**src/rtl/bram_arb_pkg.sv**
```systemverilog
// Shared types and helpers for the block-RAM port arbiter.
//
// Contents:
//   arb_state_e  arbiter state: IDLE (round-robin) or LOCKED (burst owner held)
//   STAT_W       width of the optional statistics counters
//   MAX_REQ      largest supported requester count
//   pick_t       result of a round-robin search {found, idx}
//   rr_pick      round-robin priority search over up to MAX_REQ requests
package bram_arb_pkg;

  typedef enum logic {
    IDLE   = 1'b0,
    LOCKED = 1'b1
  } arb_state_e;

  localparam int STAT_W  = 16;
  localparam int MAX_REQ = 8;

  typedef struct packed {
    logic       found;
    logic [2:0] idx;
  } pick_t;

  // Searches req starting at ptr and wrapping modulo MAX_REQ. Callers pad
  // unused request bits with zeros and keep ptr below their requester
  // count, so the modulo-8 wrap visits exactly the same order as a
  // modulo-NUM_REQ wrap would.
  function automatic pick_t rr_pick(input logic [MAX_REQ-1:0] req,
                                    input logic [2:0] ptr);
    pick_t      res;
    logic [2:0] idx;
    res = '0;
    for (int k = 0; k < MAX_REQ; k++) begin
      idx = ptr + 3'(k);
      if (!res.found && req[idx]) begin
        res.found = 1'b1;
        res.idx   = idx;
      end
    end
    return res;
  endfunction

endpackage

```
**src/rtl/bram_rr_picker.sv**
```systemverilog
// Combinational round-robin priority search.
//
// Ports:
//   req    in   NUM_REQ  request vector
//   ptr    in   IDW      highest-priority index this cycle
//   found  out  1        at least one request is asserted
//   idx    out  IDW      first asserted request at or after ptr (with wrap)
module bram_rr_picker
  import bram_arb_pkg::*;
#(
  parameter int NUM_REQ = 4,
  localparam int IDW = $clog2(NUM_REQ)
) (
  input  logic [NUM_REQ-1:0] req,
  input  logic [IDW-1:0]     ptr,
  output logic               found,
  output logic [IDW-1:0]     idx
);

  logic [MAX_REQ-1:0] req_pad;
  pick_t              pick;

  always_comb begin
    req_pad              = '0;
    req_pad[NUM_REQ-1:0] = req;
    pick                 = rr_pick(req_pad, 3'(ptr));
  end

  assign found = pick.found;
  assign idx   = IDW'(pick.idx);

endmodule

```
**src/rtl/bram_port_arbiter.sv**
```systemverilog
// Shares one block-RAM port between NUM_REQ requesters with round-robin
// arbitration and an optional burst lock. One beat (read or write) per
// cycle; read data returns tagged with the requester ID one cycle later.
//
// Handshake: a beat from requester i is accepted in the cycle where
// req_valid[i] && req_ready[i]. req_ready is one-hot (or zero), is only
// raised for a requester whose req_valid is high, and never depends on
// anything but the current state and req_valid. Responses carry no
// backpressure: rsp_valid is a single-cycle strobe.
//
// Optional feature (define BRAM_ARB_STATS_EN): adds grant_cnt (per-requester
// saturating accepted-beat counters, 16 bits each) and stall_cnt (saturating
// count of cycles with some request pending and nothing accepted).
//
// Ports:
//   clk, rst         clock, asynchronous active-high reset
//   req_valid/we/lock per-requester request, write flag, burst lock
//   req_addr/wdata   packed per-requester address and write data
//   req_ready        one-hot accept
//   rsp_valid/id/data read response (data passes straight from the RAM)
//   bram_*           RAM port controls; addr/data hold when idle
//   grant_cnt, stall_cnt  statistics (BRAM_ARB_STATS_EN only)
//   dbg_state        current arbiter state (0 = IDLE, 1 = LOCKED)
//   dbg_rr_ptr       current round-robin pointer
module bram_port_arbiter
  import bram_arb_pkg::*;
#(
  parameter int WIDTH   = 16,
  parameter int DEPTH   = 1024,
  parameter int NUM_REQ = 4,
  localparam int AW  = $clog2(DEPTH),
  localparam int IDW = $clog2(NUM_REQ)
) (
  input  logic                     clk,
  input  logic                     rst,
  input  logic [NUM_REQ-1:0]       req_valid,
  input  logic [NUM_REQ-1:0]       req_we,
  input  logic [NUM_REQ-1:0]       req_lock,
  input  logic [NUM_REQ*AW-1:0]    req_addr,
  input  logic [NUM_REQ*WIDTH-1:0] req_wdata,
  output logic [NUM_REQ-1:0]       req_ready,
  output logic                     rsp_valid,
  output logic [IDW-1:0]           rsp_id,
  output logic [WIDTH-1:0]         rsp_data,
  output logic                     bram_read_en,
  output logic                     bram_write_en,
  output logic [AW-1:0]            bram_addr,
  output logic [WIDTH-1:0]         bram_data_in,
  input  logic [WIDTH-1:0]         bram_data_out,
`ifdef BRAM_ARB_STATS_EN
  output logic [NUM_REQ*STAT_W-1:0] grant_cnt,
  output logic [STAT_W-1:0]         stall_cnt,
`endif
  output logic                     dbg_state,
  output logic [IDW-1:0]           dbg_rr_ptr
);

  arb_state_e       state;
  logic [IDW-1:0]   rr_ptr;
  logic [IDW-1:0]   lock_owner;
  logic [AW-1:0]    addr_q;
  logic [WIDTH-1:0] wdata_q;

  logic             pick_found;
  logic [IDW-1:0]   pick_idx;
  logic             accept;
  logic [IDW-1:0]   grant_idx;
  logic             beat_we;
  logic             beat_lock;
  logic [AW-1:0]    beat_addr;
  logic [WIDTH-1:0] beat_wdata;
  logic [IDW-1:0]   next_ptr;

  bram_rr_picker #(.NUM_REQ(NUM_REQ)) u_picker (
    .req   (req_valid),
    .ptr   (rr_ptr),
    .found (pick_found),
    .idx   (pick_idx)
  );

  // While locked only the owner may be granted; if it is not requesting
  // the port idles and everyone else waits.
  always_comb begin
    accept    = 1'b0;
    grant_idx = pick_idx;
    if (state == LOCKED) begin
      accept    = req_valid[lock_owner];
      grant_idx = lock_owner;
    end else begin
      accept    = pick_found;
    end
    if (rst) accept = 1'b0;
  end

  always_comb begin
    req_ready = '0;
    if (accept) req_ready[grant_idx] = 1'b1;
  end

  assign beat_we    = req_we[grant_idx];
  assign beat_lock  = req_lock[grant_idx];
  assign beat_addr  = req_addr[grant_idx*AW +: AW];
  assign beat_wdata = req_wdata[grant_idx*WIDTH +: WIDTH];
  assign next_ptr   = (grant_idx == IDW'(NUM_REQ - 1)) ? '0 : grant_idx + 1'b1;

  // Write and read take effect at the RAM in the accept cycle; the last
  // address/data are held so the RAM port stays quiet between beats.
  assign bram_write_en = accept & beat_we;
  assign bram_read_en  = accept & ~beat_we;
  assign bram_addr     = accept ? beat_addr  : addr_q;
  assign bram_data_in  = accept ? beat_wdata : wdata_q;

  // The RAM registers its output and holds it while read_en is low.
  assign rsp_data = bram_data_out;

  always_ff @(posedge clk or posedge rst) begin
    if (rst) begin
      state      <= IDLE;
      rr_ptr     <= '0;
      lock_owner <= '0;
      rsp_valid  <= 1'b0;
      rsp_id     <= '0;
      addr_q     <= '0;
      wdata_q    <= '0;
    end else begin
      rsp_valid <= accept & ~beat_we;
      if (accept & ~beat_we) rsp_id <= grant_idx;
      if (accept) begin
        addr_q  <= beat_addr;
        wdata_q <= beat_wdata;
        if (beat_lock) begin
          state      <= LOCKED;
          lock_owner <= grant_idx;
        end else begin
          // Closing a burst or a plain beat: priority moves past the winner.
          state  <= IDLE;
          rr_ptr <= next_ptr;
        end
      end
    end
  end

  assign dbg_state  = state;
  assign dbg_rr_ptr = rr_ptr;

`ifdef BRAM_ARB_STATS_EN
  always_ff @(posedge clk or posedge rst) begin
    if (rst) begin
      grant_cnt <= '0;
      stall_cnt <= '0;
    end else begin
      for (int i = 0; i < NUM_REQ; i++) begin
        if (accept && grant_idx == IDW'(i) &&
            grant_cnt[i*STAT_W +: STAT_W] != '1)
          grant_cnt[i*STAT_W +: STAT_W] <= grant_cnt[i*STAT_W +: STAT_W] + 1'b1;
      end
      if (|req_valid && !accept && stall_cnt != '1)
        stall_cnt <= stall_cnt + 1'b1;
    end
  end
`endif

endmodule

```
**config.mk**
```make
export PLATFORM = sky130hd
export DESIGN_NAME = bram_port_arbiter
export DESIGN_NICKNAME = d
export VERILOG_FILES = /design/src/rtl/bram_arb_pkg.sv /design/src/rtl/bram_rr_picker.sv /design/src/rtl/bram_port_arbiter.sv
export SDC_FILE = /design/constraint.sdc
export NUM_CORES = 1
export LEC_CHECK = 0
export ABC_AREA = 0
export CAP_MARGIN = 10
export CORE_ASPECT_RATIO = 0.8
export CORE_MARGIN = 2
export CORE_UTILIZATION = 40
export DETAILED_ROUTE_END_ITERATION = 6
export GPL_TIMING_DRIVEN = 0
export PLACE_DENSITY_LB_ADDON = 0.08
export SYNTH_ARGS = -nofsm -noshare
export SYNTH_HDL_FRONTEND = slang
export SYNTH_SLANG_ARGS = --single-unit
```
**constraint.sdc**
```tcl
create_clock -name clk -period 9.5 [get_ports clk]
set_clock_uncertainty 0.1 [all_clocks]
set_input_delay 1.9 -clock clk [delete_from_list [all_inputs] [get_ports clk]]
set_output_delay 1.9 -clock clk [all_outputs]
set_load 0.05 [all_outputs]
```
==> run_results.csv <==
group,metric,value,unit
worst_setup_path,r2r_end,"addr_q[6]",
worst_setup_path,path_max_fanout,11,
sta,rsz0062_at_grt,"no",
clock_tree,clk_pin_slew,70,ps
sta,relSlewSlack,0.6202,
power,power.leakage,0.002115,uW
floorplanning,start_util,0.4057,
clock_tree,cts_max_level,2,
drt,dr_total_vias,2965,
worst_setup_path,crit_type,"input port to output pin",
clock_tree,clockRootBuffer,"clkbuf_8",
grt,grtUsageMet3,0.05766,
worst_setup_path,r2r_slack,5610,ps
logic_synthesis,synth_seq_cells,34,
logic_synthesis,synthDistinctLibCells,52,
grt,antenna_found_initial,0,
worst_setup_path,crit_path_start_kind,"input port",
sta,setup_violations,0,
drt,wl,9.104,mm
placement,port_buffers,170,
worst_setup_path,cpMostUsedCell,"clkdlybuf4s50_1",
placement,place_area,4798,um^2
floorplanning,rows,28,
grt,grt_pass1_wl,14.08,mm
hold_path,holdCritPathClass,"flip-flop to flip-flop",
worst_setup_path,path_cells,"clkdlybuf4s50_1 > clkbuf_1 > mux2i_1 > o211ai_1 > o21a_1 > a21oi_1 > o21ai_4 > inv_2 > buf_2 > mux2_2 > o21ai_1 > clkdlybuf4s50_1",
sta,worst_pin_slew,569.0,ps
power,worst_ir_drop_vdd,0.2190,mV
grt,grt_max_degree,24,
sta,finalMaxSlewViolations,0,
clock_tree,cts_buffers,5,
logic_synthesis,async_flop_share,1.000,
logic_synthesis,synth-seq-area-share,0.2878,
finish,area.growth.synth_to_final,65.89,%
finish,finalNetCount,618,
sta,final-hold-violation-count,0,
grt,grt_overflow,0,
logic_synthesis,synth_edf_count,0,
clock_tree,cts_tree,"done",
drt,drc_errors,0,
worst_setup_path,crit_buf_inv,5,
worst_setup_path,crit_arrival,5810,ps
floorplanning,fp.coreArea,7287,um^2
grt,grt_pass1_vias,2938,
worst_setup_path,path_delay_family,"buffers and inverters",
worst_setup_path,r2r-start,"dbg_rr_ptr[1]",
grt,met2_usage,0.3819,
logic_synthesis,synth_fp_nets,440,
sta,whs,365.5,ps
floorplanning,die_area,8099,um^2
drt,avgRoutedWirePerCell,16.00,um
placement,hpwlAfterDp,7.400,mm
floorplanning,die_height,80.90,um
floorplanning,io_pins,188,
job,cap_violations,0,
sta,fin_tns_setup,0,ps
logic_synthesis,avgSynthCellArea,9.855,um^2
hold_path,hold_path_depth,2,
logic_synthesis,syn_area,2957,um^2
sta,fin_crit_sh,0.8220,
clock_tree,clk-insertion-delay-late,280,ps
clock_tree,clockBufferDepth,2,
sta,max_freq,128.1,MHz
logic_synthesis,ys_warn_count,0,
finish,design_area,4905,um^2
worst_setup_path,critical-path-slowest-cell,"clkdlybuf4s50_1",
logic_synthesis,synthCells,300,
hold_path,hold_end,"addr_q[5]",
worst_setup_path,cp.depth,12,
grt,grtUsageTotal,0.2202,
drt,firstDrtPassIters,4,
power,pwr_density_cell,408.8,nW/um^2
drt,initialDrtViolationCount,188,
clock_tree,clock_sinks,34,
finish,diodes,0,
grt,met1_usage,0.2704,
grt,grt_most_used_layer,"met2",
finish,drive_above_1_share,0.1670,
worst_setup_path,cpPeakStageDelay,860,ps
clock_tree,cts.repair.resized,0,
drt,drtAntennaViolNets,0,
worst_setup_path,cp-end-kind,"output pin",
placement,gp_congestion,0.9453,
hold_path,min_from,"addr_q[5]",
run_status,status,"complete, no violations",
worst_setup_path,cp.required,7500,ps
floorplanning,fp.dieW,100.1,um
drt,drt-vias-per-instance,5.211,
worst_setup_path,reg2reg_depth,12,
clock_tree,cts_setup_buffers,0,
clock_tree,cts_hold_buf,0,
sta,layout_min_cycle_time,7809,ps
logic_synthesis,synthFlopType,"dfrtp_1",
per-stage QoR:
stage / power, uW / setup WS (ps) / utilization / cells
after global routing: 2131 / 1423 / 0.6731 / 569
after floorplan: 1445 / 2748 / - / 300
final: 2005 / 1691 / 0.6731 / 569
after global placement: 1869 / 1736 / 0.6547 / 560
after detailed placement: 1887 / 1696 / 0.6585 / 561
after CTS: 2023 / 1685 / 0.6731 / 569
layout by cell type (no fill, tap or decap), types with 2 or more instances in the layout:
cell type	n
dfrtp_1	34
mux4_2	2
a21oi_1	6
mux2_2	31
or3_1	2
clkbuf_8	5
buf_2	4
mux2i_1	58
buf_12	2
and2_1	6
o21ai_1	15
ha_1	6
nor2b_1	2
o211ai_1	3
o2bb2ai_1	2
o21ai_2	3
inv_2	2
inv_1	8
nor4bb_1	2
nor3b_1	2
nand2_1	28
buf_6	4
o21ai_0	14
a31oi_1	4
clkdlybuf4s50_1	170
nor3_1	5
clkbuf_1	11
buf_4	17
nor2_1	4
worst max-delay path by stage:
stage / from / endpoint / slack, ps
2_1_floorplan: req_valid[2] / bram_addr[8] / 2750
3_3_place_gp: req_valid[2] / bram_addr[6] / 1740
3_5_place_dp: req_valid[2] / bram_addr[6] / 1700
4_1_cts: req_valid[2] / bram_addr[6] / 1690
5_1_grt: req_valid[3] / bram_addr[2] / 1420
6_report: req_valid[3] / bram_addr[6] / 1690
metal layers:
metal,share of wire,routed length (um)
met5,0,0
met4,0.020,180
met3,0.095,868
met2,0.48,4346
met1,0.41,3708
where the power goes:
group	leakage (uW)	total (uW)	switching (uW)	internal (uW)
sequential	0.000410	241	25.5	216
combinational	0.00165	1630	943	692
clock	0.0000524	129	50.6	78.5
total	0.00212	2000	1020	986
synthesized netlist by cell type (all sizes together) (5+ instances only):
cell type  count  area share
a21oi          7       0.013
and2           6       0.013
buf           28       0.084
clkbuf        10       0.014
dfrtp         34        0.29
ha             6       0.025
inv           10       0.013
mux2          32        0.12
mux2i         59        0.20
nand2         28       0.036
nor3           5      0.0085
o21ai         33       0.063
worst register-to-register path: cells and delay by family, from the launching register on:
kind / cells / cell delay, ps
adder cells (fa/ha/maj): 1 / 420
flip-flops: 1 / 380
multiplexers: 2 / 950
AO/OA/AOI/OAI: 5 / 920
buffers and inverters: 4 / 1020
cell type report:
| type | count | area (um^2) |
|---|---|---|
| buffer | 38 | 289.0 |
| clock buffer | 7 | 76.32 |
| clock inverter | 1 | 30.03 |
| fill | 605 | 2382 |
| inverter | 10 | 37.54 |
| multi-input combinational | 218 | 1779 |
| sequential | 34 | 850.8 |
| tap | 90 | 112.6 |
| timing repair buffer | 171 | 1729 |
flip-flops by register name, indices dropped and copies added, names as in the netlist:
register    count
addr_q         10
dbg_rr_ptr      2
dbg_state       1
lock_owner      2
rsp_id          2
rsp_valid       1
wdata_q        16
cells by family after synthesis:
kind of cell	count (synthesis)	synth area share
compound gates	62	0.1388
fa+ha+maj	6	0.02539
buf+inv	48	0.1105
flops	34	0.2878
mux	93	0.3381
simple gates	57	0.09945
Note: power is estimated with default switching activity, not from simulation.
==> RTL edit 1: new RTL, same flow settings <==
The package constant `MAX_REQ` goes from 8 to 4.
--- a/src/rtl/bram_arb_pkg.sv
+++ b/src/rtl/bram_arb_pkg.sv
@@ -14,7 +14,7 @@
   } arb_state_e;
 
   localparam int STAT_W  = 16;
-  localparam int MAX_REQ = 8;
+  localparam int MAX_REQ = 4;
 
   typedef struct packed {
     logic       found;
Check against the original RTL: not equivalent (Yosys sat finds a counterexample within 4 cycles, from zero or initial values and one cycle with rst high).
==> RTL edit 1 against the unedited design <==
- register-to-register slack improved by 1400 ps
- setup slack improved by 560 ps
- routed wire length down 1.3%
- cell area is 7.8% lower
- fmax rose by 7.7%
- global-route usage up 2.3 points
- sequential cell count is the same
- sequential power is 3% higher
- total power is 21% lower
- synthesized area shrank 13%
- count of clock-buffer cells in the layout decreased by 1
- critical path type unchanged
- largest cell class unchanged
- largest power group unchanged
- highest routed layer unchanged
==> RTL edit 1: results (changes against the unedited design) <==
* Synthesized net count at 395 (was 440)
* CP Max Fanout at 10 (was 11)
* Worst Hold Path EP: wdata_q[8] (was addr_q[5])
* Max Clk Rate at 138 MHz (was 128 MHz)
* Synth top area cells: dfrtp_1 33%, mux2i_1 21%, o221ai_1 9.5% (was dfrtp_1 29%, mux2i_1 20%, mux2_2 12%)
* WL met2 at 4430 um (was 4350 um)
* Cells after synthesis at 257 (was 300)
* Nets at 573 (was 618)
* Status: complete, no violations (unchanged)
* R2r startpoint: dbg_rr_ptr[0] (was dbg_rr_ptr[1])
* GPL Wtd Cong at 0.827 (was 0.945)
* Least-Margin Pin Slew at 626 ps (was 569 ps)
* Worst vdd ir at 0.000212 V (was 0.000219 V)
* Crit Reg-Reg Endpoint: wdata_q[0] (was addr_q[6])
* Clock Power Share at 0.087 (was 0.064)
* Lkg Pwr at 2.07 nW (was 2.12 nW)
* DP Wirelength at 7220 um (was 7400 um)
* End point of the critical path: bram_data_in[0] (was bram_addr[6])
* Final Non-Filler Cells at 519 (was 569)
* Hold path start: wdata_q[8] (was addr_q[5])
* Yosys cell types at 45 (was 52)
* Met3 WL at 695 um (was 868 um)
* Commonest cells post-synth: 54 x mux2i_1, 34 x dfrtp_1, 34 x nand2_1 (was 58 x mux2i_1, 34 x dfrtp_1, 31 x mux2_2)
* First-pass GRT wire length at 13400 um (was 14100 um)
* Post-synthesis compound-gate area fraction at 0.195 (was 0.139)
* Cell Area, Placed at 0.00441 mm2 (was 0.00480 mm2)
* FP Rows at 26 (was 28)
* Arrival time worst endpoint at 5250 ps (was 5810 ps)
* WL final at 8980 um (was 9100 um)
* Hold_ws at 386 ps (was 366 ps)
* Psw at 0.000844 W (was 0.00102 W)
* Tot GR Track Use at 0.243 (was 0.220)
* Grt met3 use at 0.0643 (was 0.0577)
* Post-synthesis sequential area ratio at 0.330 (was 0.288)
* P_clk at 0.000137 W (was 0.000129 W)
* M1 WL at 3710 um (about the same)
* FF-to-FF path depth at 7 (was 12)
RTL edit 1: changes by cell type in the layout (fill, tap and decap cells not counted), moves of 4 or more:
cell / before / now
mux2_2: 31 / 0
o221ai_1: 1 / 28
o21ai_1: 15 / 0
o21ai_0: 14 / 3
clkbuf_1: 11 / 2
nand2_1: 28 / 34
buf_2: 4 / 9
nor3_1: 5 / 0
a31oi_1: 4 / 0
mux2i_1: 58 / 54
nand3_1: 1 / 5
RTL edit 1: worst max-delay path: cells and delay by family:
family / cells / cell delay, ps
buffers and inverters: 5 / 2140
AND/OR/NAND/NOR: 1 / 130
AO/OA/AOI/OAI: 3 / 920
multiplexers: 1 / 150
RTL edit 1: cell type report:
class                      count  area, um2  area share
timing repair buffer         171       1730       0.382
multi-input combinational    184       1470       0.325
sequential                    34        851       0.188
buffer                        30        206      0.0457
tap                           84        105      0.0232
clock buffer                   6       82.6      0.0183
inverter                       9       46.3      0.0102
clock inverter                 1       30.0     0.00664
==> RTL edit 2: new RTL, same settings <==
Without the edit above. Register the output `dbg_state` once more, with the module's reset; this adds one clock of latency there. The other outputs are not delayed to match.
--- a/src/rtl/bram_port_arbiter.sv
+++ b/src/rtl/bram_port_arbiter.sv
@@ -140,7 +140,13 @@
     end
   end
 
-  assign dbg_state  = state;
+  always_ff @(posedge clk or posedge rst) begin
+    if (rst) begin
+      dbg_state <= '0;
+    end else begin
+      dbg_state <= state;
+    end
+  end
   assign dbg_rr_ptr = rr_ptr;
 
 `ifdef BRAM_ARB_STATS_EN
Formal check against the unedited RTL: not equivalent (a bounded check fails within 4 cycles, from zero or initial values and one cycle with rst high).
==> RTL edit 2 against the unedited design <==
- cell area up 0.20%
- routed wire length increased by 1.3%
- sequential cell count rose by 1
- largest cell class unchanged
- fmax fell by 1.1%
- setup slack worse by 86 ps
- clock power fell by 9%
- total power increased by 0.23%
- synthesized area is 0.85% higher
==> RTL edit 2: results (changes against the unedited design) <==
* Status: complete, no violations (unchanged)
* Ys Warns at 0 (unchanged)
* Synth top area cells: dfrtp_1 29%, mux2i_1 19%, mux2_2 12% (was dfrtp_1 29%, mux2i_1 20%, mux2_2 12%)
* Arrival time worst endpoint at 5890 ps (was 5810 ps)
* Number of diodes at 0 (unchanged)
* Yosys cell types at 52 (unchanged)
* Nets at 619 (was 618)
* Worst vdd ir at 0.000224 V (was 0.000219 V)
* Hold_buf cts at 0 (unchanged)
* Post-CTS Setup Bufs at 0 (unchanged)
* Commonest cells post-synth: 58 x mux2i_1, 35 x dfrtp_1, 31 x mux2_2 (was 58 x mux2i_1, 34 x dfrtp_1, 31 x mux2_2)
* Relative slew margins at 0.413 (was 0.620)
* Async set-reset flop share out of synthesis at 1.00 (unchanged)
* Buffers on Ports at 170 (unchanged)
* Post-place setup slack at 1590 ps (was 1700 ps)
* CP peak stage delay at 870 ps
* Tot GR Track Use at 0.218 (was 0.220)
* Root cell of the clock tree: clkbuf_8 (unchanged)
* DR vias at 2933 (was 2965)
* Crit path max-delay family: buffers and inverters (unchanged)
* GPL Wtd Cong at 0.908 (was 0.945)
* First-pass GRT wire length at 14000 um (was 14100 um)
* Ratio of cells with drive above 1 in the final layout at 0.171 (was 0.167)
* Regs by FF count: wdata_q x16, addr_q x10 (unchanged)
* Fin. Hold Viols at 0 (unchanged)
* Clock slew at reported path FFs at 70 ps (about the same)
* CP Max Fanout at 11 (unchanged)
* Longest Clk Path Bufs at 2 (unchanged)
* # H-tree levels at 2 (unchanged)
* Largest net degree at the start of global routing at 24 (unchanged)
* CTS Buf Count at 5 (unchanged)
* PostCTS Resize Cnt at 0 (unchanged)
* Final setup fails at 0 (unchanged)
* Clk_lat worst skew at 280 ps (about the same)
* DP Wirelength at 7460 um (was 7400 um)
* WL final at 9220 um (was 9100 um)
* Synthesized net count at 441 (was 440)
* Post-synthesis sequential area ratio at 0.294 (was 0.288)
* Initial DRT Pass Iterations at 4 (unchanged)
* Vias in the first global route at 2842 (was 2938)
* Crit-path slowest cell: clkdlybuf4s50_1 (unchanged)
* Lkg Pwr at 2.12 nW (about the same)
* Initial antenna violation count at 0 (unchanged)
* Hold Crit Class: reg -> reg (unchanged)
* DR iter-0 viols at 76 (was 188)
* Slew Limit Fails at 0 (unchanged)
==> RTL edit 2: cell count changes after synthesis <==
cell / delta
dfrtp_1: +1
==> RTL edit 2: layout make-up <==
type | count | area (um2)
repair buffers | 171 | 1720
fillers | 630 | 2410
well taps | 90 | 113
multi-input cells | 218 | 1780
clock buffers | 7 | 96.3
inverters | 10 | 37.5
plain buffers | 38 | 289
clock inverters | 1 | 7.51
flip-flops and latches | 35 | 876
==> RTL edit 2: cell families (layout without fill, tap and decap cells) <==
kind of cell / after synthesis / in the layout / synth area share
AND/OR/NAND/NOR: 57 / 57 / 0.0986
buffers and inverters: 48 / 227 / 0.110
AO/OA/AOI/OAI: 62 / 62 / 0.138
flip-flops: 35 / 35 / 0.294
multiplexers: 93 / 93 / 0.335
adder cells (fa/ha/maj): 6 / 6 / 0.0252
==> RTL edit 2: path summary, 6_finish.rpt <==
kind	from	end	slack [ps]	cells past startpoint
worst max-delay path	req_valid[2]	bram_addr[6]	1610	12
min in group asynchronous	rst	addr_q[7]	2100	2
worst min register to register	addr_q[7]	addr_q[7]	370	2
worst min-delay path	addr_q[7]	addr_q[7]	370	2
max in group asynchronous	rst	wdata_q[6]	6610	3
worst max register to register	dbg_rr_ptr[1]	addr_q[6]	5490	12
==> RTL edit 2: layer usage <==
| metal | GRT usage | part of all wire | vias to the layer above |
|---|---|---|---|
| met3 | 0.0594 | 0.085 | 6 |
| met1 | 0.272 | 0.43 | 1363 |
| met4 | 0.0548 | 0.0086 | 0 |
| met2 | 0.374 | 0.47 | 133 |
| li1 | - | - | 1431 |
| met5 | 0 | 0 | - |
==> RTL edit 2: worst min-delay path, stage by stage, from the launching register on <==
cell	delay, ps
dfrtp_1	320
nand2_1	50
o21ai_2	60
==> RTL edit 2: power breakdown <==
group / total, W / switching [W] / internal [W]
registers: 0.000251 / 0.0000289 / 0.000222
clock network: 0.000118 / 0.0000519 / 0.0000659
logic: 0.00164 / 0.000949 / 0.000692
==> RTL edit 2: stage by stage <==
step	power, W	area (um2)	hold WS, ps	instances
global placement	0.00189	4800	349	561
detailed placement	0.00190	4810	356	562
CTS	0.00202	4910	371	570
finish	0.00201	4910	367	570
floorplan	0.00145	2980	351	301
global route	0.00214	4910	389	570
